## src/rtl/inst_fetch.sv

```systemverilog
// inst_fetch: initiator side of the instruction-memory interface.
// Owns the PC, issues one word fetch per cycle while the queue has room,
// captures the combinationally returned word into an in-order queue and
// presents the queue head to decode over a valid/ready handshake.
// A redirect flushes the queue and reloads the PC.
//
// Ports:
//   clk, rst        - clock and synchronous active-high reset
//   fetch_en        - 0 pauses fetching and holds the PC
//   mem_ce          - memory chip-enable (fetch this cycle)
//   mem_pc          - byte address of the word being fetched (registered)
//   mem_inst        - instruction returned combinationally for mem_pc
//   redirect_valid  - taken branch/jump resolved this cycle
//   redirect_pc     - new fetch target (low two bits ignored)
//   out_valid       - queue head holds a valid instruction
//   out_inst        - head instruction (0 when out_valid=0)
//   out_pc          - byte address of head instruction (0 when out_valid=0)
//   out_ready       - decode accepts the head this cycle
module inst_fetch #(
    parameter int unsigned             ADDR_WIDTH = 32,
    parameter int unsigned             INST_WIDTH = 32,
    parameter int unsigned             DEPTH      = 4,
    parameter logic [ADDR_WIDTH-1:0]   RESET_PC   = '0
) (
    input  logic                  clk,
    input  logic                  rst,
    input  logic                  fetch_en,
    output logic                  mem_ce,
    output logic [ADDR_WIDTH-1:0] mem_pc,
    input  logic [INST_WIDTH-1:0] mem_inst,
    input  logic                  redirect_valid,
    input  logic [ADDR_WIDTH-1:0] redirect_pc,
    output logic                  out_valid,
    output logic [INST_WIDTH-1:0] out_inst,
    output logic [ADDR_WIDTH-1:0] out_pc,
    input  logic                  out_ready
);

    localparam int unsigned PTR_W = $clog2(DEPTH);
    localparam int unsigned CNT_W = PTR_W + 1;

    logic [ADDR_WIDTH-1:0] pc_q, pc_d;
    logic [PTR_W-1:0]      head_q, head_d;
    logic [PTR_W-1:0]      tail_q, tail_d;
    logic [CNT_W-1:0]      count_q, count_d;

    logic [INST_WIDTH-1:0] ent_inst_q [DEPTH];
    logic [ADDR_WIDTH-1:0] ent_pc_q   [DEPTH];

    logic push;
    logic pop;

    // Full test looks at count only so out_ready never reaches mem_ce.
    assign mem_ce    = !rst && fetch_en && !redirect_valid && (count_q < CNT_W'(DEPTH));
    assign mem_pc    = pc_q;
    assign push      = mem_ce;
    assign out_valid = (count_q != '0);
    // A handshake coinciding with a redirect is void and not consumed.
    assign pop       = out_valid && out_ready && !redirect_valid;

    assign out_inst  = out_valid ? ent_inst_q[head_q] : '0;
    assign out_pc    = out_valid ? ent_pc_q[head_q]   : '0;

    always_comb begin
        pc_d    = pc_q;
        head_d  = head_q;
        tail_d  = tail_q;
        count_d = count_q;
        if (redirect_valid) begin
            pc_d    = {redirect_pc[ADDR_WIDTH-1:2], 2'b00};
            head_d  = '0;
            tail_d  = '0;
            count_d = '0;
        end else begin
            if (push) begin
                pc_d   = pc_q + ADDR_WIDTH'(4);
                tail_d = tail_q + PTR_W'(1);
            end
            if (pop) begin
                head_d = head_q + PTR_W'(1);
            end
            case ({push, pop})
                2'b10:   count_d = count_q + CNT_W'(1);
                2'b01:   count_d = count_q - CNT_W'(1);
                default: count_d = count_q;
            endcase
        end
    end

    always_ff @(posedge clk) begin
        if (rst) begin
            pc_q    <= RESET_PC;
            head_q  <= '0;
            tail_q  <= '0;
            count_q <= '0;
        end else begin
            pc_q    <= pc_d;
            head_q  <= head_d;
            tail_q  <= tail_d;
            count_q <= count_d;
        end
    end

    // Entry storage needs no reset: it is only read while count != 0.
    always_ff @(posedge clk) begin
        if (push) begin
            ent_inst_q[tail_q] <= mem_inst;
            ent_pc_q[tail_q]   <= pc_q;
        end
    end

endmodule

```

## config.mk

```make
export PLATFORM = sky130hd
export DESIGN_NAME = inst_fetch
export DESIGN_NICKNAME = d
export VERILOG_FILES = /design/src/rtl/inst_fetch.sv
export SDC_FILE = /design/constraint.sdc
export NUM_CORES = 1
export LEC_CHECK = 0
export CELL_PAD_IN_SITES_DETAIL_PLACEMENT = 1
export CELL_PAD_IN_SITES_GLOBAL_PLACEMENT = 2
export CORE_AREA = 5 5 178 180
export DETAILED_ROUTE_END_ITERATION = 10
export DIE_AREA = 0 0 183 185
export PLACE_DENSITY = 0.77
export REMOVE_ABC_BUFFERS = 1
export SETUP_SLACK_MARGIN = 0.3
export SKIP_CTS_REPAIR_TIMING = 1
export SLEW_MARGIN = 25
export SYNTH_ARGS = -nofsm -noshare
export SYNTH_HDL_FRONTEND = slang
export SYNTH_SLANG_ARGS = --single-unit
export TNS_END_PERCENT = 30
```

## constraint.sdc

```tcl
create_clock -name clk -period 5 [get_ports clk]
set_input_delay 0.75 -clock clk [delete_from_list [all_inputs] [get_ports clk]]
set_output_delay 0.75 -clock clk [all_outputs]
set_load 0.02 [all_outputs]
```

# == Word-level counts from Yosys, hierarchy flattened ==
# Memories as Yosys holds them, arrays and structs flattened. A register that Yosys moved wholly into a read port is not among the register bits.
# Index checks and enable logic that the tools add are counted.
# Widths: inputs -> output; s select.
# word_totals
input_bits,69
mem_count,2
ram_bits,256
ff_bits,39
out_inout_bits,98
rom_bits,0
latch_bits,0
word_cells,37
# classes
eq_ne,2
shifts,0
addsub,5
n_div,0
mux,11
n_mul,0
n_bitwise,0
n_reduce_logical,11
n_lt_le_gt_ge,1
# memory_table
memory,depth,word_bits,rd,rd_ports_with_merged_regs,wr,line,source
ent_inst_q,4,32,1,1,1,47,logic [INST_WIDTH-1:0] ent_inst_q [DEPTH];
ent_pc_q,4,32,1,1,1,48,logic [ADDR_WIDTH-1:0] ent_pc_q [DEPTH];
# op_table
operator,n
$mux 32,4
$add 32x3->32 const B,1
$mux 2,4
$pmux 3 s2,1
$logic_and 1x1->1,5
$add 2x1->2 const B,2
$reduce_bool 2->1,2
$add 3x1->3 const B,1
$lt 3x3->1 const B,1
$reduce_bool 3->1,1
$sub 3x1->3 const B,1
$eq 2x1->1 const B,1
$eq 2x2->1 const B,1
$logic_not 1->1,2
$mux 1,2
$reduce_or 2->1,1

# == Depth between registers and ports, before layout ==
# depth
ltp_word,6
mapped_depth,9
depth_no_buf,8

# == Worst setup path before layout ==
# No wires, ideal clock.
# synth_path
kind,input to register
from,input redirect_valid
to,memory ent_inst_q[0][0] (enable)
setup_time_ns,0.427
arrival_time_ns,3.419
cell_stages,6
path_buffers,3
required_time_ns,4.573
path_slack_ns,1.154
cell_sequence,buf_6 -> or4b_4 -> inv_2 -> buf_2 -> buf_2 -> and2_1
# synth_between
elab_chain_cells,5
# synth_rtl
item,line,source
start: declaration,31,"input logic redirect_valid,"
$logic_not 1->1,54,assign mem_ce = !rst && fetch_en && !redirect_valid && (count_q < CNT_W'(DEPTH));
$logic_and 1x1->1 (2 in series),54,
net mem_ce,28,"output logic mem_ce,"
$mux 1,106,if (push) begin
$mux 1 (implied by the code),107,ent_inst_q[tail_q] <= mem_inst;
end: declaration,47,
# The timed path passes the listed nets, and every way through them passes these cells.

# == Worst setup path after layout ==
# layout_path
from,input fetch_en
to,output mem_ce
# layout_between
elab_chain_cells,3
# layout_rtl
item,line,source
start: declaration,27,"input logic fetch_en,"
$logic_and 1x1->1 (3 in series),54,
end: declaration,28,
# Every way passes these cells.

==> flow_metrics.py <==
metrics = {
    "final_layout": {
        "drive_gt1_frac": 0.148,
        "insertedDiodeCount": 0,
        "nets": 931,
        "design_area_um2": 14800,
        "area_delta_synth_final_pct": 26.3,
        "fin_cells": 1273,
    },
    "drt": {
        "firstDrtPassIters": 4,
        "drt_iter0_drc": 412,
        "vias_per_cell": 5.37,
        "vias": 6830,
        "wire_per_inst_um": 22.3,
        "ant_nets": 0,
        "routed_wl_mm": 28.4,
        "drc": 0,
    },
    "synthesis": {
        "async_reset_ff_frac": 0,
        "synth_ff_type": "edfxtp_1",
        "ys_ff_latch": 287,
        "synth.yosys.warnings": 0,
        "syn_area_um2": 11700,
        "synthCells": 693,
        "yosysTopAreaCellShare": 0.634,
        "ys_top_cells_by_area": "edfxtp_1 63%, mux4_2 12%, dfxtp_1 6.7%, and2_1 4.1%, nand2_1 0.93%",
        "yosysTopAreaCell": "edfxtp_1",
        "synth_common_cells": "248 x edfxtp_1, 77 x and2_1, 62 x mux4_2",
        "synth_most_common_cell": "edfxtp_1",
        "syn_area_per_cell_um2": 16.9,
        "synth_cell_type_count": 54,
        "ys_seq_area_frac": 0.701,
        "synth_edf_count": 248,
    },
    "timing": {
        "hold_violations": 0,
        "tightest_slew_ns": 1.04,
        "setup_viol": 0,
        "rsz0062_at_grt": "no",
        "tns_ns": 0,
        "final.min_clock_period_ns": 3.77,
        "finalClockSkew_ns": 0.0147,
        "hold_slack_ns": 0.504,
        "max_freq_mhz": 265,
        "relSlewSlack": 0.304,
        "period_share": 0.755,
        "finalMaxSlewViolations": 0,
    },
    "setup_path": {
        "worstPathCellList": "clkdlybuf4s50_1 -> or4b_4 -> inv_2 -> clkdlybuf4s50_1",
        "max_stage_delay_ns": 0.70,
        "startpoint_type": "input port",
        "crit_required_ns": 4.25,
        "slowest_stage": "clkdlybuf4s50_1",
        "path_delay_family": "buffers and inverters",
        "arrival_ns": 3.02,
        "cp_max_fo": 21,
        "worstSetupPathType": "in -> out",
        "critPathBufInv": 3,
        "cp_common_cell": "clkdlybuf4s50_1",
        "endpoint_kind": "primary output",
    },
    "floorplan": {
        "row_count": 64,
        "dieArea_um2": 33900,
        "die_w_um": 183,
        "die_y_um": 185,
        "start_util": 0.391,
        "io-pin-count": 167,
        "core_area_um2": 30000,
    },
    "clock_network": {
        "numCtsBuffers": 29,
        "root_buffer": "clkbuf_16",
        "path_clk_slew_ns": 0.06,
        "clockBufferDepth": 3,
        "cts_sinks": 287,
        "cts_tree": "built",
        "htree_levels": 1,
        "clk_latency_ns": 0.54,
    },
    "pwr": {
        "powerDensity_nw_per_um2": 355,
        "irDropWorstVdd_v": 0.000232,
        "p_leak_nw": 4.72,
    },
    "min_path": {
        "hold_class": "reg -> reg",
    },
    "run": {
        "drv_cap": 0,
    },
    "place": {
        "place_hpwl_mm": 17.5,
        "post-place-cells": 1217,
        "place_congestion": 0.766,
        "portBuffers": 160,
        "place_area_um2": 13700,
    },
    "grt": {
        "grt_pass1_vias": 7436,
        "grt_first_pass_wirelength_mm": 43.7,
        "grt-ovfl-total": 0,
        "antenna_found_initial": 0,
        "grt_max_degree": 63,
        "grt_usage": 0.166,
    },
    "run_status": {
        "status": "finished, final reports clean",
    },
}
placed cells by master, fill, tap and decap left out, types with 9 or more instances in the layout:
cell	instances
nand3_1	12
inv_1	15
clkdlybuf4s50_1	160
nor2_1	23
a211oi_1	9
dfxtp_1	37
a31oi_1	10
nand2_1	29
mux4_2	62
nand4_1	9
edfxtp_1	248
clkbuf_16	29
and2_1	73
nor3_1	9
layer usage:
metal,GRT usage,vias up,share of wire
li1,-,3056,-
met1,0.212,3583,0.42
met2,0.298,167,0.52
met3,0.0314,24,0.052
met4,0.0340,0,0.013
met5,0,-,0
kinds of logic (layout without fill, tap and decap cells):
family                   count (synthesis)  count (layout)  share of synthesized area
flip-flops                             287             287                      0.701
buffers and inverters                   58             239                     0.0221
XOR/XNOR                                11              11                    0.00821
AND/OR/NAND/NOR                        205             205                      0.102
multiplexers                            62              62                      0.119
other                                    1               4                   0.000319
AO/OA/AOI/OAI                           62              62                     0.0395
adder cells (fa/ha/maj)                  7               7                    0.00810
worst min-delay path, cell delays in order, from the launching register on:
cell	delay [ns]
dfxtp_1	0.34
nand2_1	0.06
a21oi_1	0.06
stage by stage:
stage | util | power [W] | setup slack [ns]
final | 0.494 | 0.00526 | 1.23
after global routing | 0.494 | 0.00545 | 1.03
after CTS | 0.491 | 0.00533 | 1.12
after detailed placement | 0.457 | 0.00302 | 1.24
after global placement | 0.457 | 0.00301 | 1.27
after floorplan | - | 0.00284 | 0.729
worst paths after layout:
| path | start | endpoint | slack [ns] | cells past startpoint |
|---|---|---|---|---|
| setup / recovery | fetch_en | mem_ce | 1.23 | 4 |
| hold / removal | tail_q[1] | tail_q[1] | 0.50 | 2 |
| hold reg to reg | tail_q[1] | tail_q[1] | 0.50 | 2 |
| setup reg to reg | count_q[2] | count_q[2] | 2.20 | 8 |
flip-flops by register name (all words and copies together) (netlist names), named ones only:
name	count
count_q	3
ent_inst_q	128
ent_pc_q	120
head_q	2
mem_pc	30
tail_q	2
report_power, final:
part	internal (W)	leakage, nW	total, W	switching (W)
clock	0.00141	0.500	0.00229	0.000878
sequential	0.00264	2.60	0.00269	0.0000515
combinational	0.000133	1.62	0.000274	0.000141
area by class of cell:
type,instances,area (um^2)
Fill cell,2854,15200
Timing Repair Buffer,169,1740
Clock inverter,16,230
Multi-Input combinational cell,351,3280
Tap cell,396,495
Sequential cell,287,8240
Inverter,17,63.8
Clock buffer,37,786
No activity file was read; power rests on OpenSTA's default activity.
